===== src/rtl/pwr_seq_pkg.sv =====
// Shared types for the power-up sequencer: state encoding, error codes, retry limit.
package pwr_seq_pkg;

    typedef enum logic [2:0] {
        IDLE,
        SETTLE,
        INIT,
        CAL,
        RUN,
        SHUTDN,
        FAULT
    } state_t;

    typedef enum logic [1:0] {
        ERR_NONE = 2'b00,
        ERR_EXT  = 2'b01,
        ERR_TMO  = 2'b10
    } err_t;

    localparam logic [1:0] MAX_RETRY = 2'd3;

endpackage


===== src/rtl/seq_timer.sv =====
// State-duration counter shared by all timed states; saturates at the terminal
// count so it can never wrap.
module seq_timer #(
    parameter int CNT_W = 16
) (
    input  logic             clk,
    input  logic             rst_n,
    input  logic             i_clr,
    input  logic             i_en,
    input  logic [CNT_W-1:0] i_term,
    output logic             o_done
);

    logic [CNT_W-1:0] r_cnt;

    assign o_done = (r_cnt == i_term);

    always_ff @(posedge clk) begin
        if (!rst_n) begin
            r_cnt <= '0;
        end else if (i_clr) begin
            r_cnt <= '0;
        end else if (i_en && !o_done) begin
            r_cnt <= r_cnt + CNT_W'(1);
        end
    end

endmodule


===== src/rtl/pwr_up_seq.sv =====
// Power-up / enable sequencer: sensors -> IMU init -> balance -> motors, with
// ordered shutdown and fault latching. Optional macro PWR_SEQ_AUTO_RETRY_EN.
module pwr_up_seq
    import pwr_seq_pkg::*;
#(
    parameter int             CNT_W      = 16,
    parameter logic [CNT_W-1:0] SETTLE_CYC = 16'd1000,
    parameter logic [CNT_W-1:0] INIT_TMO   = 16'd50000,
    parameter logic [CNT_W-1:0] CAL_CYC    = 16'd4000,
    parameter logic [CNT_W-1:0] STOP_CYC   = 16'd500
) (
    input  logic       clk,
    input  logic       rst_n,
    input  logic       pwr_up,
    input  logic       fault,
    input  logic       init_done,
    output logic       init_req,
    output logic       sens_en,
    output logic       bal_en,
    output logic       mtr_en,
    output logic       ready,
    output logic       fault_latched,
    output logic [1:0] err_code
);

    state_t           r_state;
    state_t           w_nxt;
    err_t             r_err;
    logic             r_init_req, r_sens_en, r_bal_en, r_mtr_en, r_ready, r_fault_lat;
    logic             w_tmo, w_clr, w_en, w_done;
    logic [CNT_W-1:0] w_term;
`ifdef PWR_SEQ_AUTO_RETRY_EN
    logic [1:0]       r_retry;
    logic             w_retry_go;
`endif

    // Terminal is N-1 because the counter reads 0 on the first cycle of a state.
    always_comb begin
        w_en   = 1'b0;
        w_term = '0;
        case (r_state)
            SETTLE:  begin w_en = 1'b1; w_term = SETTLE_CYC - CNT_W'(1); end
            INIT:    begin w_en = 1'b1; w_term = INIT_TMO   - CNT_W'(1); end
            CAL:     begin w_en = 1'b1; w_term = CAL_CYC    - CNT_W'(1); end
            SHUTDN:  begin w_en = 1'b1; w_term = STOP_CYC   - CNT_W'(1); end
`ifdef PWR_SEQ_AUTO_RETRY_EN
            FAULT:   begin w_en = 1'b1; w_term = SETTLE_CYC - CNT_W'(1); end
`endif
            default: begin w_en = 1'b0; w_term = '0; end
        endcase
    end

    // In FAULT the counter measures consecutive fault-low cycles, so fault clears it.
    assign w_clr = (w_nxt != r_state) || ((r_state == FAULT) && fault);

    seq_timer #(.CNT_W(CNT_W)) u_timer (
        .clk    (clk),
        .rst_n  (rst_n),
        .i_clr  (w_clr),
        .i_en   (w_en),
        .i_term (w_term),
        .o_done (w_done)
    );

    always_comb begin
        w_nxt = r_state;
        w_tmo = 1'b0;
`ifdef PWR_SEQ_AUTO_RETRY_EN
        w_retry_go = 1'b0;
`endif
        case (r_state)
            IDLE: if (pwr_up && !fault) w_nxt = SETTLE;
            SETTLE: begin
                if (fault)       w_nxt = FAULT;
                else if (!pwr_up) w_nxt = SHUTDN;
                else if (w_done)  w_nxt = INIT;
            end
            INIT: begin
                if (fault)          w_nxt = FAULT;
                else if (!pwr_up)   w_nxt = SHUTDN;
                else if (init_done) w_nxt = CAL;
                else if (w_done) begin
                    w_nxt = FAULT;
                    w_tmo = 1'b1;
                end
            end
            CAL: begin
                if (fault)       w_nxt = FAULT;
                else if (!pwr_up) w_nxt = SHUTDN;
                else if (w_done)  w_nxt = RUN;
            end
            RUN: begin
                if (fault)       w_nxt = FAULT;
                else if (!pwr_up) w_nxt = SHUTDN;
            end
            SHUTDN: begin
                if (fault)       w_nxt = FAULT;
                else if (w_done) w_nxt = IDLE;
            end
            FAULT: begin
                if (!pwr_up && !fault) w_nxt = IDLE;
`ifdef PWR_SEQ_AUTO_RETRY_EN
                else if ((r_err == ERR_TMO) && (r_retry < MAX_RETRY) && !fault && w_done) begin
                    w_nxt      = SETTLE;
                    w_retry_go = 1'b1;
                end
`endif
            end
            default: w_nxt = IDLE;
        endcase
    end

    // Outputs are registered from the next state so they line up with r_state.
    always_ff @(posedge clk) begin
        if (!rst_n) begin
            r_state     <= IDLE;
            r_init_req  <= 1'b0;
            r_sens_en   <= 1'b0;
            r_bal_en    <= 1'b0;
            r_mtr_en    <= 1'b0;
            r_ready     <= 1'b0;
            r_fault_lat <= 1'b0;
            r_err       <= ERR_NONE;
        end else begin
            r_state     <= w_nxt;
            r_init_req  <= (w_nxt == INIT) && (r_state != INIT);
            r_sens_en   <= (w_nxt == SHUTDN) ? r_sens_en : (w_nxt inside {SETTLE, INIT, CAL, RUN});
            r_bal_en    <= (w_nxt == SHUTDN) ? r_bal_en  : (w_nxt inside {CAL, RUN});
            r_mtr_en    <= (w_nxt == RUN);
            r_ready     <= (w_nxt == RUN);
            r_fault_lat <= (w_nxt == FAULT);
            if (w_nxt != FAULT)
                r_err <= ERR_NONE;
            else if (r_state != FAULT)
                r_err <= w_tmo ? ERR_TMO : ERR_EXT;
        end
    end

`ifdef PWR_SEQ_AUTO_RETRY_EN
    always_ff @(posedge clk) begin
        if (!rst_n)
            r_retry <= 2'd0;
        else if (w_nxt == RUN)
            r_retry <= 2'd0;
        else if (w_retry_go)
            r_retry <= r_retry + 2'd1;
    end
`endif

    assign init_req      = r_init_req;
    assign sens_en       = r_sens_en;
    assign bal_en        = r_bal_en;
    assign mtr_en        = r_mtr_en;
    assign ready         = r_ready;
    assign fault_latched = r_fault_lat;
    assign err_code      = r_err;

endmodule


===== config.mk =====
export PLATFORM = sky130hd
export DESIGN_NAME = pwr_up_seq
export DESIGN_NICKNAME = d
export VERILOG_FILES = /design/src/rtl/pwr_seq_pkg.sv /design/src/rtl/seq_timer.sv /design/src/rtl/pwr_up_seq.sv
export SDC_FILE = /design/constraint.sdc
export NUM_CORES = 1
export LEC_CHECK = 0
export BUFFER_PORTS_ARGS = -buffer_cell sky130_fd_sc_hd__buf_2
export CAP_MARGIN = 20
export CORE_MARGIN = 2
export CORE_UTILIZATION = 60
export CTS_CLUSTER_DIAMETER = 200
export DETAILED_ROUTE_END_ITERATION = 12
export GPL_TIMING_DRIVEN = 0
export PLACE_DENSITY = 0.79
export SLEW_MARGIN = 10
export SYNTH_ARGS = -nofsm -noshare
export SYNTH_HDL_FRONTEND = slang
export SYNTH_SLANG_ARGS = --single-unit

===== constraint.sdc =====
create_clock -name clk -period 4.45 [get_ports clk]
set_clock_uncertainty 0.2 [all_clocks]
set_input_delay 0.89 -clock clk [delete_from_list [all_inputs] [get_ports clk]]
set_output_delay 0.89 -clock clk [all_outputs]
set_load 0.02 [all_outputs]

==> results.toml, run 1 <==
[hold_path]
min_delay_path_depth = 2
hold_path.class = "reg2reg"

[clock_network]
clk_pin_slew_ps = 120
root_buffer = "clkbuf_4"
clock_path_buffers = 2
cts_tree = "built"
post_cts_buffers = 0
cts_hold_buf = 0
cts_inserted_buffers = 3
clock_latency_ps = 310
cts_max_level = 1
ctsResizeCount = 0
numClockSinks = 26

[floorplanning]
coreArea_mm2 = 0.00273
ios = 13
rows = 19
die_area_mm2 = 0.00332
die_w_um = 57.6
start_util_pct = 63.1
die_y_um = 57.6

[sta]
fin_crit_sh_pct = 69.1
max-slew-margin-rel_pct = 52.1
rsz0062_at_grt = "no"
post-route-min-period_ps = 3070
worst_pin_slew_ps = 711
setup-tns-final_ps = 0
setup_viol = 0
finalHoldViolCount = 0
slew_violations = 0
fmax_ghz = 0.325

[synth]
ys.flop_type = "dfxtp_1"
synth_cell_types = 55
netlist.area_leader.share_pct = 30.2
synthesis.area_mm2 = 0.00172
synth_edf_count = 0
syn_nets = 224
synth_cells = 218
ys_seq_area_share_pct = 30.2
syn_avg_cell_area_um2 = 7.91
yosysMostFrequentCell = "nor2_1"
ys_async_sr_fraction_pct = 0
synth_warnings = 0
ys_ff_latch = 26
synth_top_cell_by_area = "dfxtp_1"
synthTopCellsByCount = "nor2_1, dfxtp_1, xnor2_1"
synth.area.top_cells = "dfxtp_1, nor2_1, xnor2_1"

[flow_run]
cap_violations = 0

[final_layout]
nets = 240
syn2layout_area_growth_pct = 6.75
n_antenna_cell = 0
final_layout_size_suffix_gt1_share_pct = 15.1

[routing]
drt_wl_total_um = 4110
vias_per_cell = 6.43
drtIter0Drc = 171
avgRoutedWirePerCell_um = 15.6
ant_nets = 0
drcViolationCount = 0
drtPass1Iterations = 5
vias = 1692

[power]
p_leak_nw = 0.605
p_per_area_mw_per_mm2 = 360
ir_worst_vdd_uv = 337
power_w = 0.000662

[global_route]
overflow = 0
grt_max_degree = 14
track_usage_pct = 26.4
grt_pass1_wl_um = 6940
first_global_vias = 1584
grt_antenna_before_repair = 0

[critical_path]
cp_slowest_stage_delay_ps = 550
critical_path_arrival_ps = 3090
cp_slowest_cell = "nor4_1"
end_kind = "flip-flop"
crit_type = "reg2reg"
rr_worst_depth = 10
cpMostUsedCell = "buf_4"
cpLargestDelayFamily = "simple AND/OR/NAND/NOR gates"
cp.depth = 10
crit_fanout = 10
critical_path.cell_chain = "buf_4 -> nand2_2 -> a211oi_1 -> a21oi_1 -> nor4_1 -> nand4_1 -> and3_1 -> o221ai_2 -> buf_4 -> nor2_1"
worst-path-buf-inv = 2
cp-start-kind = "flip-flop"
crit_required_ps = 4470

[placed_design]
dp.final_hpwl_um = 3090
place.gp.congestion = 0.936
portBuffers = 11

[status]
status = "finished, final reports clean"
-- kinds of logic after synthesis --
family / Yosys count / synth area share (%)
multiplexers: 1 / 0.581
flip-flops: 26 / 30.2
AND/OR/NAND/NOR: 101 / 31.0
adder cells (fa/ha/maj): 1 / 0.726
buffers and inverters: 19 / 5.88
XOR/XNOR: 15 / 7.62
AO/OA/AOI/OAI: 55 / 24.0
-- registers in the layout, summed over array words and instances (netlist names) --
signal / cells
bal_en: 1
sens_en: 1
ready: 1
u_timer.r_cnt: 16
fault_latched: 1
init_req: 1
r_state: 3
err_code: 2
-- report_power, final --
part | leakage, nW | switching [W] | internal, W
clock | 0.0138 | 0.0000612 | 0.0000317
sequential | 0.210 | 0.00000890 | 0.000249
combinational | 0.381 | 0.000197 | 0.000115
total | 0.605 | 0.000267 | 0.000395
-- metal layers --
layer / up-vias / wire, µm / GRT usage (%)
li1: 810 / - / -
met1: 784 / 1740 / 32.3
met2: 82 / 1970 / 43.5
met3: 16 / 302 / 6.80
met4: 0 / 95 / 11.6
met5: - / 0 / 0
-- worst min-delay path: cells and delay by family (launching register included) --
family          cells  cell delay [ps]
flops               1              330
simple gates        1               70
compound gates      1               50
-- cells in the final DEF (no fill, tap or decap), types with 8 or more instances in the layout --
master and instances:
inv_1 8, o21ai_0 12, a21oi_1 10, buf_2 11, nand3_1 9, xnor2_1 14
dfxtp_1 26, nand2_1 9, nor2_1 41
-- through the flow --
step           instance area, µm²  cells  setup WS, ps  utilization [%]  hold WS (ps)
2_1_floorplan                1720    218          1680                -           284
3_3_place_gp                 1820    260          1440             66.5           248
3_5_place_dp                 1820    260          1320             66.5           266
4_1_cts                      1840    263          1420             67.3           286
5_1_grt                      1840    263          1130             67.3           314
6_report                     1840    263          1380             67.3           287
-- area by class of cell --
class                      instances  area (µm²)
inverter                           8        30.0
sequential                        26         520
timing repair buffer              11        55.1
fill                             235         893
tap                               31        38.8
buffer                            11        71.3
clock buffer                       3        22.5
multi-input combinational        173        1100
-- final timing paths --
| kind | from | end | slack [ps] |
|---|---|---|---|
| max | r_state[2]$_SDFF_PN0_ | u_timer.r_cnt[15]$_SDFFE_PP0P_ | 1380 |
| min | err_code[1]$_SDFFE_PP0P_ | err_code[1]$_SDFFE_PP0P_ | 290 |
| max reg2reg | r_state[2]$_SDFF_PN0_ | u_timer.r_cnt[15]$_SDFFE_PP0P_ | 1380 |
| min reg2reg | err_code[1]$_SDFFE_PP0P_ | err_code[1]$_SDFFE_PP0P_ | 290 |
No activity file was read; power rests on OpenSTA's default activity.
==> run 2: changes to the inputs <==
--- a/config.mk
+++ b/config.mk
@@ -8,11 +8,11 @@
 export BUFFER_PORTS_ARGS = -buffer_cell sky130_fd_sc_hd__buf_2
 export CAP_MARGIN = 20
 export CORE_MARGIN = 2
-export CORE_UTILIZATION = 60
+export CORE_UTILIZATION = 59
 export CTS_CLUSTER_DIAMETER = 200
 export DETAILED_ROUTE_END_ITERATION = 12
 export GPL_TIMING_DRIVEN = 0
-export PLACE_DENSITY = 0.79
+export PLACE_DENSITY = 0.77
 export SLEW_MARGIN = 10
 export SYNTH_ARGS = -nofsm -noshare
 export SYNTH_HDL_FRONTEND = slang
==> constraint.sdc (replaced) <==
create_clock -name clk -period 3.02 [get_ports clk]
set_clock_uncertainty 0.2 [all_clocks]
set_input_delay 0.604 -clock clk [delete_from_list [all_inputs] [get_ports clk]]
set_output_delay 0.604 -clock clk [all_outputs]
set_load 0.02 [all_outputs]
==> results.toml, run 2 (same netlist as run 1, synthesis figures left out) <==
[sta]
slew_violations = 0
post-route-min-period_ps = 2920
max-slew-margin-rel_pct = 43.9
fin_crit_sh_pct = 96.7
fmax_ghz = 0.342
timing.final.ws_setup_ps = 98.4
setup_viol = 0
finalHoldViolCount = 0
worst_pin_slew_ps = 839

[floorplanning]
rows = 19
ios = 13
die_w_um = 58.1
die_y_um = 58.1
start_util_pct = 62.5
coreArea_mm2 = 0.00276
die_area_mm2 = 0.00337

[critical_path]
r2r_start = "r_state[2]$_SDFF_PN0_"
crit_start = "r_state[2]$_SDFF_PN0_"
crit_fanout = 10
critical_path_arrival_ps = 3000
crit_required_ps = 3100
end_kind = "flip-flop"
rr_endpoint = "err_code[1]$_SDFFE_PP0P_"
cpLargestDelayFamily = "simple AND/OR/NAND/NOR gates"
cp_slowest_stage_delay_ps = 560
critical_path.cell_chain = "buf_4 -> nand2_1 -> a32oi_1 -> or4_1 -> buf_4 -> o31ai_4 -> nor3b_4 -> and4_4 -> a21boi_1"
crit_type = "reg2reg"
worst-path-buf-inv = 2
cp-start-kind = "flip-flop"
cp_slowest_cell = "or4_1"
r2r_slack_ps = 100
cpMostUsedCell = "buf_4"
rr_worst_depth = 9

[global_route]
overflow = 0
met3_usage_pct = 4.24
grt_max_degree = 16
track_usage_pct = 26.6
grt_pass1_wl_um = 6920
grt_use_met2_pct = 43.5
top_usage_layer = "met2"
grt_antenna_before_repair = 0
first_global_vias = 1541
gr-usage-met1_pct = 34.1

[final_layout]
multi_input_area_mm2 = 0.00113
largest_reg_flops = 16
syn2layout_area_growth_pct = 12.3
n_antenna_cell = 0
post-route-util_pct = 70.2
final_layout_size_suffix_gt1_share_pct = 18.1
mostFrequentLayoutCells = "nor2_1, dfxtp_1, xnor2_1, o21ai_0, buf_2"
regArea_um2 = 522
fillers = 231
regMostFlops = "u_timer.r_cnt"
nets = 244
final_common_cell = "nor2_1"

[hold_path]
hold_end = "err_code[1]$_SDFFE_PP0P_"
min_delay_path_depth = 2
hold_path.class = "reg2reg"
hold_start = "err_code[1]$_SDFFE_PP0P_"

[clock_network]
clock_latency_ps = 340
clock_path_buffers = 2
clk_pin_slew_ps = 140
cts_inserted_buffers = 3
root_buffer = "clkbuf_4"
numClockSinks = 26
cts_tree = "built"
cts_max_level = 1

[status]
status = "finished, final reports clean"

[routing]
drtIter0Drc = 124
avgRoutedWirePerCell_um = 15.9
vias = 1671
drtPass1Iterations = 4
drt_wl_total_um = 4260
drcViolationCount = 0
ant_nets = 0
vias_per_cell = 6.24

[placed_design]
dp.final_hpwl_um = 3000
portBuffers = 11
place_ws_ps = -0.264
place.gp.congestion = 0.867

[power]
p_leak_nw = 0.646
ir_worst_vdd_uv = 448
p_per_area_mw_per_mm2 = 588

[flow_run]
cap_violations = 0
run 2: repair_timing:
action	CTS	global route
buffers inserted	1	3
hold buffers	0	0
setup endpoints to repair	9	18
resized for setup	0	6
pin swaps	1	1
run 2: layout make-up:
class,count,share of cell area (%)
Multi-Input combinational cell,173,58.5
Inverter,8,1.55
Timing Repair Buffer,15,4.40
Sequential cell,26,27.0
Clock inverter,1,1.55
Buffer,11,3.88
Tap cell,31,2.00
Clock buffer,3,1.16
run 2: metal layers:
| layer | vias to the layer above | routed length (µm) |
|---|---|---|
| met1 | 754 | 1850 |
| li1 | 824 | - |
| met3 | 17 | 310 |
| met5 | - | 0 |
| met4 | 0 | 136 |
| met2 | 76 | 1960 |
run 2: through the flow:
step | total power [W] | hold WS, ps | setup TNS [ps] | std cells | instance area (µm²)
after floorplan | 0.000739 | 284 | 0 | 218 | 1720
after global placement | 0.000825 | 249 | 0 | 260 | 1820
after detailed placement | 0.000838 | 262 | -0.264 | 260 | 1820
after CTS | 0.00109 | 283 | 0 | 265 | 1880
after global routing | 0.00120 | 321 | -81.9 | 268 | 1940
final | 0.00114 | 279 | 0 | 268 | 1940
run 2: worst min-delay path, stage by stage, from the launching register on:
cell,delay [ps]
dfxtp_1,340
nand3_1,60
a21boi_1,50
run 2: worst max-delay path by stage:
stage                                          end  cells past startpoint
floorplan            u_timer.r_cnt[7]$_SDFFE_PP0P_                     11
global placement    u_timer.r_cnt[12]$_SDFFE_PP0P_                     10
detailed placement  u_timer.r_cnt[15]$_SDFFE_PP0P_                     10
CTS                 u_timer.r_cnt[15]$_SDFFE_PP0P_                     10
global route              err_code[1]$_SDFFE_PP0P_                      9
finish                    err_code[1]$_SDFFE_PP0P_                      9
run 2: power by group:
| group | switching [W] | total (W) | internal (W) |
|---|---|---|---|
| Combinational | 0.000313 | 0.000510 | 0.000196 |
| Sequential | 0.0000128 | 0.000380 | 0.000367 |
| Clock | 0.000113 | 0.000248 | 0.000134 |
| Total | 0.000440 | 0.00114 | 0.000698 |
